==> config.mk <==
export PLATFORM = sky130hd
export DESIGN_NAME = axis_max_index_finder
export DESIGN_NICKNAME = d
export VERILOG_FILES = /design/src/rtl/axis_max_index_finder.sv
export SDC_FILE = /design/constraint.sdc
export NUM_CORES = 1
export LEC_CHECK = 0
export CAP_MARGIN = 10
export CORE_ASPECT_RATIO = 0.7
export CORE_UTILIZATION = 58
export DETAILED_ROUTE_END_ITERATION = 10
export PLACE_DENSITY = 0.82
export SLEW_MARGIN = 10
export SYNTH_ARGS = -nofsm -noshare
export SYNTH_HDL_FRONTEND = slang
export SYNTH_SLANG_ARGS = --single-unit
==> constraint.sdc <==
create_clock -name ACLK -period 4.2 [get_ports ACLK]
set_input_delay 0.42 -clock ACLK [delete_from_list [all_inputs] [get_ports ACLK]]
set_output_delay 0.42 -clock ACLK [all_outputs]
set_load 0.02 [all_outputs]
==> src/rtl/axis_max_index_finder.sv <==
// AXI-Stream packet reducer: reports the extreme value of each packet, the
// zero-based index of its first occurrence and the saturating beat count.
module axis_max_index_finder #(
  parameter int unsigned DATA_WIDTH = 32,
  parameter int unsigned IDX_WIDTH  = 16,
  parameter bit          SIGNED     = 1'b0,
  parameter bit          MODE_MIN   = 1'b0
) (
  input  logic                  ACLK,
  input  logic                  ARESET_n,
  input  logic [DATA_WIDTH-1:0] S_TDATA,
  input  logic                  S_TVALID,
  input  logic                  S_TLAST,
  output logic                  S_TREADY,
  output logic [DATA_WIDTH-1:0] M_TDATA,
  output logic [IDX_WIDTH-1:0]  M_TIDX,
  output logic [IDX_WIDTH-1:0]  M_TCOUNT,
  output logic                  M_TOVF,
  output logic                  M_TVALID,
  input  logic                  M_TREADY
);

  localparam logic [IDX_WIDTH-1:0] CNT_MAX = '1;
  localparam logic [IDX_WIDTH-1:0] CNT_ONE = IDX_WIDTH'(1);

  typedef enum logic {
    SCAN = 1'b0,
    HOLD = 1'b1
  } state_e;

  state_e                state_q,    state_d;
  logic                  first_q,    first_d;
  logic [DATA_WIDTH-1:0] best_q,     best_d;
  logic [IDX_WIDTH-1:0]  best_idx_q, best_idx_d;
  logic [IDX_WIDTH-1:0]  cnt_q,      cnt_d;
  logic                  ovf_q,      ovf_d;
  logic                  s_tready_q, s_tready_d;
  logic [DATA_WIDTH-1:0] m_tdata_q,  m_tdata_d;
  logic [IDX_WIDTH-1:0]  m_tidx_q,   m_tidx_d;
  logic [IDX_WIDTH-1:0]  m_tcount_q, m_tcount_d;
  logic                  m_tovf_q,   m_tovf_d;
  logic                  m_tvalid_q, m_tvalid_d;

  logic                  beat_acc;
  logic                  cnt_sat;
  logic                  better;
  logic [DATA_WIDTH-1:0] cand_best;
  logic [IDX_WIDTH-1:0]  cand_idx;
  logic [IDX_WIDTH-1:0]  cand_cnt;
  logic                  cand_ovf;

  // Strict compare of the incoming sample against the running extreme.
  always_comb begin
    better = 1'b0;
    if (SIGNED) begin
      if (MODE_MIN) better = $signed(S_TDATA) < $signed(best_q);
      else          better = $signed(S_TDATA) > $signed(best_q);
    end else begin
      if (MODE_MIN) better = S_TDATA < best_q;
      else          better = S_TDATA > best_q;
    end
  end

  // Accumulator values after folding in the current beat.
  always_comb begin
    cnt_sat   = (cnt_q == CNT_MAX);
    cand_best = best_q;
    cand_idx  = best_idx_q;
    cand_cnt  = cnt_q;
    cand_ovf  = ovf_q;
    if (first_q) begin
      cand_best = S_TDATA;
      cand_idx  = '0;
      cand_cnt  = CNT_ONE;
      cand_ovf  = 1'b0;
    end else begin
      // cnt_q is already saturated past the limit, so the index saturates too.
      if (better) begin
        cand_best = S_TDATA;
        cand_idx  = cnt_q;
      end
      cand_cnt = cnt_sat ? cnt_q : cnt_q + CNT_ONE;
      cand_ovf = ovf_q | cnt_sat;
    end
  end

  assign beat_acc = S_TVALID && s_tready_q;

  // Next-state and registered-output logic.
  always_comb begin
    state_d    = state_q;
    first_d    = first_q;
    best_d     = best_q;
    best_idx_d = best_idx_q;
    cnt_d      = cnt_q;
    ovf_d      = ovf_q;
    m_tdata_d  = m_tdata_q;
    m_tidx_d   = m_tidx_q;
    m_tcount_d = m_tcount_q;
    m_tovf_d   = m_tovf_q;
    m_tvalid_d = m_tvalid_q;

    case (state_q)
      SCAN: begin
        if (beat_acc) begin
          if (S_TLAST) begin
            m_tdata_d  = cand_best;
            m_tidx_d   = cand_idx;
            m_tcount_d = cand_cnt;
            m_tovf_d   = cand_ovf;
            m_tvalid_d = 1'b1;
            state_d    = HOLD;
            first_d    = 1'b1;
            best_d     = '0;
            best_idx_d = '0;
            cnt_d      = '0;
            ovf_d      = 1'b0;
          end else begin
            first_d    = 1'b0;
            best_d     = cand_best;
            best_idx_d = cand_idx;
            cnt_d      = cand_cnt;
            ovf_d      = cand_ovf;
          end
        end
      end
      HOLD: begin
        if (m_tvalid_q && M_TREADY) begin
          m_tvalid_d = 1'b0;
          state_d    = SCAN;
        end
      end
      default: begin
        state_d = SCAN;
      end
    endcase

    s_tready_d = (state_d == SCAN);
  end

  // State and output registers; ready is held low while reset is asserted.
  always_ff @(posedge ACLK) begin
    if (!ARESET_n) begin
      state_q    <= SCAN;
      first_q    <= 1'b1;
      best_q     <= '0;
      best_idx_q <= '0;
      cnt_q      <= '0;
      ovf_q      <= 1'b0;
      s_tready_q <= 1'b0;
      m_tdata_q  <= '0;
      m_tidx_q   <= '0;
      m_tcount_q <= '0;
      m_tovf_q   <= 1'b0;
      m_tvalid_q <= 1'b0;
    end else begin
      state_q    <= state_d;
      first_q    <= first_d;
      best_q     <= best_d;
      best_idx_q <= best_idx_d;
      cnt_q      <= cnt_d;
      ovf_q      <= ovf_d;
      s_tready_q <= s_tready_d;
      m_tdata_q  <= m_tdata_d;
      m_tidx_q   <= m_tidx_d;
      m_tcount_q <= m_tcount_d;
      m_tovf_q   <= m_tovf_d;
      m_tvalid_q <= m_tvalid_d;
    end
  end

  assign S_TREADY = s_tready_q;
  assign M_TDATA  = m_tdata_q;
  assign M_TIDX   = m_tidx_q;
  assign M_TCOUNT = m_tcount_q;
  assign M_TOVF   = m_tovf_q;
  assign M_TVALID = m_tvalid_q;

endmodule

==> summary.md, run 1 <==
| Metric | Value |
|---|---|
| DRC viols | 0 |
| Routed len/inst | 18.5 um |
| Synthesis-stage register bit count | 134 |
| Mapped Area | 6730 um^2 |
| GRT overflow | 0 |
| Die area | 12000 um^2 |
| Routed wire length | 19100 um |
| Outcome | finished clean |
| GP Congestion | 0.912 |
| Fin crit share | 76.3% |
| ANT nets after route | 0 |
| Slowest-stage cell, CP | nor4_1 |
| Initial Util | 60.2% |
| CTS tree | done |
| Clock tree sinks | 134 |
| Avg Synthesized Cell Area | 8.39 um^2 |
| Unrepaired setup endpoints after global routing | false |
| CP max stage delay | 600 ps |
| Root buffer cell | clkbuf_16 |
| Seq/Total Area, Yosys | 39.9% |
| Gate count after technology mapping | 802 |
| Clk_skew | 7.62 ps |
| Peak fanout along the critical path | 16 |
| Worst Tran Pin Value | 888 ps |
| Worst setup path category | in2reg |
| Die Ht | 92.1 um |
| DR vias | 6550 |
| Worst-path clk slew | 60 ps |
| Cts bufs inserted | 17 |
| Final setup vio count | 0 |
| First-pass GRT wire length | 30800 um |
| Place WS | 715 ps |
| Worst Path Arrival | 3560 ps |
| Metal1 wirelength | 8380 um |
| Post-synth top area cell | dfxtp_1 |
| EDFF count, synth | 0 |
| Core region area | 11200 um^2 |
| Largest net degree at the start of global routing | 72 |
| Setup bufs post-CTS | 0 |
| Detailed placement HPWL | 12300 um |
| Slew Limit Fails | 0 |
| Syn-to-layout area delta | 24.2% |
| Synth Flop Type | dfxtp_1 |
| Std-Cell Rows | 32 |
| Initial DRC Count | 720 |
| Footprint of the multi-input gates | 3630 um^2 |
| I/O pin count | 104 |
| Pleak | 0.00279 uW |
| GRT Util Overall | 32.7% |
| Maximum VDD drop | 0.000315 V |
| Clk Latency, worst-skew pair | 420 ps |
| Asr flop ratio synth | 0% |
| Clock Path Buffers | 2 |
| Antenna violations before repair | 0 |
| Vias per cell | 6.32 |
| Crit-path cells | clkdlybuf4s50_1, ha_1, nand4_1, nor4_1, nand2_1, a22oi_2, and2_1, buf_4, a21o_4, a22o_1 |
| Yosys warns | 0 |
| # hold bufs at CTS | 0 |
| Tot Pwr | 3130 uW |
| Cts repair resizes | 0 |
| Met3 wire length | 1960 um |
| Met2 wire length | 8490 um |
| H-tree depth | 4 |
| Top layer reached by signal wires | met4 |
| WP data required | 4560 ps |
| Slew headroom | 40.5% |
| Setup ws final | 996 ps |
| TNS Setup | 0 ps |
| Ratio of cells with drive above 1 in the final layout | 6.91% |
| DRT Pass-1 Iters | 5 |
| Register Area | 2680 um^2 |
| Fill cells | 795 |
| Top-area cell type share of the netlist area | 39.9% |
| Antenna cells | 0 |
| Syn Nets | 872 |
| Commonest cells after routing, fill and taps aside | dfxtp_1, clkdlybuf4s50_1, nand2_1 |
| Commonest non-fill, non-tap cell in the layout | dfxtp_1 |
| Max cap viols | 0 |
| Vias in the first global route | 6224 |
| Die width | 131 um |
| FMAX | 0.312 GHz |
| Post-layout min period | 3200 ps |
| Final Hold Vio Count | 0 |
| Netlist cell types | 52 |
| Fin nets | 940 |
| Pwr Density | 374 nW/um^2 |
| Element type at the critical path end | flip-flop |
| Top post-synthesis cells by area | dfxtp_1, ha_1, nand3_1, nand2_1, o311ai_1 |
| Startpoint Class | input port |
| # port buffers | 103 |
| Hold crit path type | reg2reg |
==> metal layers <==
| metal | up-vias | track usage [%] |
|---|---|---|
| met2 | 366 | 49.4 |
| met5 | - | 0 |
| met4 | 0 | 12.1 |
| li1 | 3064 | - |
| met3 | 39 | 7.00 |
| met1 | 3081 | 45.6 |
==> area by class of cell <==
type | instances | area share, %
Clock inverter | 14 | 1.80
Sequential cell | 134 | 32.1
Clock buffer | 18 | 5.25
Tap cell | 153 | 2.29
Inverter | 38 | 1.71
Multi-Input combinational cell | 562 | 43.4
Timing Repair Buffer | 117 | 13.5
==> critical path: cells and delay by family <==
kind | cells | cell delay [ps]
compound gates | 3 | 760
fa+ha+maj | 1 | 340
buf+inv | 2 | 720
simple gates | 4 | 1310
==> sequential cells by signal (all words and copies together) (netlist names) <==
register	count
state_q	1
M_TDATA	32
best_q	32
cnt_q	16
M_TOVF	1
M_TIDX	16
M_TVALID	1
ovf_q	1
M_TCOUNT	16
first_q	1
best_idx_q	16
S_TREADY	1
==> report_power, final <==
group	internal [uW]	switching, uW
clock network	892	586
registers	1300	17.7
logic	126	207
total	2320	811
==> synth_stat cells, types with 2 or more instances <==
library cell  number
nor4_1             2
o31ai_1            3
a22oi_1            4
or2_2              3
a221o_1            3
o311ai_1          31
xor2_1             6
buf_6              3
o211ai_1          31
buf_2             12
nand3_1           74
nor2_1            20
a211oi_1           2
nor3_1             8
o22ai_1            4
clkbuf_1          50
ha_1              33
buf_1              2
o21ai_0           35
inv_1             38
nand4_1           40
nand3b_1           5
a31oi_1            5
or3_1             31
nand2_1           91
xnor2_1            4
a22o_1            21
mux2i_1           17
o21ai_1            9
and3_1             2
nor2b_1           32
dfxtp_1          134
a21oi_1           28
==> path summary, 6_finish.rpt <==
| kind | to | start | slack [ps] | cells after the start |
|---|---|---|---|---|
| max | best_idx_q[15]$_SDFFE_PN0P_ | S_TDATA[10] | 1000 | 10 |
| min | M_TCOUNT[9]$_SDFFE_PN0P_ | M_TCOUNT[9]$_SDFFE_PN0P_ | 450 | 2 |
| max reg2reg | best_idx_q[15]$_SDFFE_PN0P_ | best_q[10]$_SDFFE_PN0P_ | 1090 | 10 |
| min reg2reg | M_TCOUNT[9]$_SDFFE_PN0P_ | M_TCOUNT[9]$_SDFFE_PN0P_ | 450 | 2 |
==> logic make-up after synthesis <==
group / Yosys count / share of synthesized area (%)
AND/OR/NAND/NOR: 319 / 24.7
AO/OA/AOI/OAI: 183 / 19.0
flip-flops: 134 / 39.9
buffers and inverters: 106 / 6.53
adder cells (fa/ha/maj): 33 / 6.14
multiplexers: 17 / 2.53
XOR/XNOR: 10 / 1.30
==> metrics by stage <==
stage               instances  util, %  hold slack [ps]  cell area, um^2
floorplan                 802        -              437             6730
global placement         1004     69.6              431             7770
detailed placement       1004     69.6              444             7770
CTS                      1036     74.9              455             8360
global route             1036     74.9              482             8360
finish                   1036     74.9              453             8360
(Power assumes the default switching activity.)
==> inputs of run 2 (changes only) <==
--- a/config.mk
+++ b/config.mk
@@ -7,9 +7,9 @@
 export LEC_CHECK = 0
 export CAP_MARGIN = 10
 export CORE_ASPECT_RATIO = 0.7
-export CORE_UTILIZATION = 58
+export CORE_UTILIZATION = 49
 export DETAILED_ROUTE_END_ITERATION = 10
-export PLACE_DENSITY = 0.82
+export PLACE_DENSITY = 0.74
 export SLEW_MARGIN = 10
 export SYNTH_ARGS = -nofsm -noshare
 export SYNTH_HDL_FRONTEND = slang
==> constraint.sdc (replaced) <==
create_clock -name ACLK -period 2.87 [get_ports ACLK]
set_input_delay 0.287 -clock ACLK [delete_from_list [all_inputs] [get_ports ACLK]]
set_output_delay 0.287 -clock ACLK [all_outputs]
set_load 0.02 [all_outputs]
==> run 2 against run 1 <==
  * Critical endpoint is now best_idx_q[14]$_SDFFE_PN0P_
  * Largest power group unchanged
  * Final cell count rose by 6.8%
  * Die area rose by 18%
  * Global-route usage shrank 4.3 points
  * Total power up 52%
  * Worst setup slack lost 820 ps
  * Clock-buffer cell count stayed put
  * Core utilization decreased by 8.7 points
  * First-iteration DRC count is 18% lower
==> summary.md, run 2 (synthesis results as in run 1) <==
| Metric | Value |
|---|---|
| Part of the power in registers | 40.6% (was 42.0%) |
| Setup bufs post-CTS | 0 (unchanged) |
| Ratio of cells with drive above 1 in the final layout | 11.1% (was 6.91%) |
| Routed len/inst | 17.7 um (was 18.5 um) |
| Vias in the first global route | 6284 (was 6224) |
| Clk Latency, worst-skew pair | 420 ps (about the same) |
| Routed wire length | 19600 um (was 19100 um) |
| Commonest non-fill, non-tap cell in the layout | dfxtp_1 (unchanged) |
| Pleak | 0.00302 uW (was 0.00279 uW) |
| Place WS | -241 ps (was 715 ps) |
| Antenna violations before repair | 0 (unchanged) |
| GRT Util Overall | 28.4% (was 32.7%) |
| Slew headroom | 52.6% (was 40.5%) |
| H-tree depth | 4 (unchanged) |
| Min-Delay Path Depth | 3 (was 2) |
| CP max stage delay | 410 ps (was 600 ps) |
| Clk_skew | 8.28 ps (was 7.62 ps) |
| Final Hold Vio Count | 0 (unchanged) |
| Worst Path Arrival | 3010 ps (was 3560 ps) |
| Clock tree sinks | 134 (unchanged) |
| WP data required | 3180 ps (was 4560 ps) |
| Clock Path Buffers | 2 (unchanged) |
| CTS tree | done (unchanged) |
| Commonest cells after routing, fill and taps aside | dfxtp_1, clkdlybuf4s50_1, nand2_1 (unchanged) |
| Std-Cell Rows | 35 (was 32) |
| Initial Util | 50.7% (was 60.2%) |
| Cts bufs inserted | 17 (unchanged) |
| # hold bufs at CTS | 0 (unchanged) |
| Vias per cell | 5.93 (was 6.32) |
| DRT Pass-1 Iters | 5 (unchanged) |
| Worst Path Buf+Inv | 4 (was 2) |
| Fin nets | 978 (was 940) |
| Worst setup path category | reg2reg (was in2reg) |
| Hold crit path type | in2reg (was reg2reg) |
| Largest net degree at the start of global routing | 72 (unchanged) |
| Clock Power Share | 48.3% (was 47.3%) |
| Antenna cells | 0 (unchanged) |
| DR vias | 6554 (was 6550) |
| Element type at the critical path end | flip-flop (unchanged) |
| Worst r2r src | best_q[26]$_SDFFE_PN0P_ (was best_q[10]$_SDFFE_PN0P_) |
| Int Power | 3520 uW (was 2320 uW) |
| Hold Path Sink | ovf_q$_SDFFE_PN0P_ (was M_TCOUNT[9]$_SDFFE_PN0P_) |
| ANT nets after route | 0 (unchanged) |
| Fill cells | 1077 (was 795) |
| Maximum VDD drop | 0.000410 V (was 0.000315 V) |
| Unrepaired setup endpoints after global routing | false (unchanged) |
| Detailed placement HPWL | 13100 um (was 12300 um) |
| Worst-path clk slew | 60 ps (about the same) |
| Initial DRC Count | 589 (was 720) |
| Startpoint Class | flip-flop (was input port) |
| Register-to-register setup slack | 180 ps (was 1090 ps) |
| Hold_sp | ARESET_n (was M_TCOUNT[9]$_SDFFE_PN0P_) |
| Top delay family on crit path | simple AND/OR/NAND/NOR gates (unchanged) |
| Outcome | finished clean (unchanged) |
| Setup ws final | 176 ps (was 996 ps) |
| Fin crit share | 93.9% |
| Die width | 142 um (was 131 um) |
| DRC viols | 0 (unchanged) |
| Comb power frac | 11.2% (was 10.7%) |
| Worst reg2reg endpoint | best_idx_q[14]$_SDFFE_PN0P_ (was best_idx_q[15]$_SDFFE_PN0P_) |
| Max cap viols | 0 (unchanged) |
| First-pass GRT wire length | 31900 um (was 30800 um) |
| Pwr Density | 540 nW/um^2 (was 374 nW/um^2) |
| Die area | 14200 um^2 (was 12000 um^2) |
| Worst Tran Pin Value | 708 ps (was 888 ps) |
| Slowest-stage cell, CP | nor4_4 (was nor4_1) |
| GP Congestion | 0.857 (was 0.912) |
| # port buffers | 103 (unchanged) |
| FMAX | 0.371 GHz |
| I/O pin count | 104 (unchanged) |
| Final setup vio count | 0 (unchanged) |
| R2R cell count | 11 (was 10) |
| Final core occ | 66.1% (was 74.9%) |
| Core region area | 13300 um^2 (was 11200 um^2) |
| Switch share | 25.8% (was 25.9%) |
| Switching pwr | 1220 uW (was 811 uW) |
| Die Ht | 100 um (was 92.1 um) |
| GRT overflow | 0 (unchanged) |
| Crit-path cells | inv_1, ha_1, nand4_1, nor4_4, buf_4, o311ai_2, and2_4, buf_12, buf_4, a21o_4, a22o_1 (was clkdlybuf4s50_1, ha_1, nand4_1, nor4_1, nand2_1, a22oi_2, and2_1, buf_4, a21o_4, a22o_1) |
| Worst path most repeated cell | buf_4 |
| Post-layout min period | 2690 ps |
| Syn-to-layout area delta | 30.4% (was 24.2%) |
| Slew Limit Fails | 0 (unchanged) |
| Cts repair resizes | 0 (unchanged) |
| Root buffer cell | clkbuf_16 (unchanged) |
| Peak fanout along the critical path | 16 (unchanged) |
[run 2: cell count changes in the layout (fill, tap and decap cells not counted), sizes merged]
| cell | previous run | this run |
|---|---|---|
| buf | 16 | 54 |
| bufinv | 2 | 3 |
| clkinv | 3 | 5 |
| clkinvlp | 6 | 3 |
[run 2: stage by stage]
stage | hold slack (ps) | cell area (um^2) | std cells | setup TNS, ps | power (uW)
global placement | 430 | 8150 | 1074 | -3400 | 2460
global route | 360 | 8770 | 1106 | 0 | 4880
CTS | 320 | 8760 | 1106 | 0 | 4740
finish | 333 | 8770 | 1106 | 0 | 4740
detailed placement | 437 | 8150 | 1074 | -9640 | 2480
floorplan | 427 | 6730 | 802 | 0 | 2250
[run 2: layout make-up]
cell class,count,area (um^2),area share (%)
Sequential cell,134,2680,30.6
Clock buffer,18,439,5.00
Inverter,38,143,1.63
Clock inverter,14,175,2.00
Timing Repair Buffer,155,1460,16.7
Multi-Input combinational cell,562,3640,41.5
Tap cell,185,231,2.64
[run 2: per-layer routing]
layer  track usage (%)  routed length [um]
met2              44.2                8700
met3              5.58                1360
met5                 0                   0
met1              39.7                9290
met4              9.02                 216
[run 2: power groups by stage]
stage / Sequential (uW) / Clock, uW / Combinational, uW
floorplan: 1980 / 0 / 274
global placement: 1960 / 0 / 500
detailed placement: 1960 / 0 / 516
CTS: 1920 / 2300 / 521
global route: 1930 / 2380 / 574
finish: 1920 / 2290 / 530
[run 2: worst reg2reg max path: stages, from the launching register on]
cell,delay [ps]
dfxtp_1,330
inv_1,80
ha_1,310
nand4_1,230
nor4_4,410
buf_4,180
o311ai_2,120
and2_4,170
buf_12,130
buf_4,150
a21o_4,270
a22o_1,210
[run 2: worst max path at each step]
stage / from / endpoint / cells past startpoint
2_1_floorplan: best_q[14]$_SDFFE_PN0P_ / best_idx_q[10]$_SDFFE_PN0P_ / 11
3_3_place_gp: S_TDATA[27] / M_TIDX[15]$_SDFFE_PN0P_ / 11
3_5_place_dp: S_TDATA[14] / M_TIDX[15]$_SDFFE_PN0P_ / 12
4_1_cts: best_q[14]$_SDFFE_PN0P_ / M_TIDX[15]$_SDFFE_PN0P_ / 12
5_1_grt: best_q[7]$_SDFFE_PN0P_ / M_TIDX[15]$_SDFFE_PN0P_ / 11
6_report: best_q[26]$_SDFFE_PN0P_ / best_idx_q[14]$_SDFFE_PN0P_ / 11
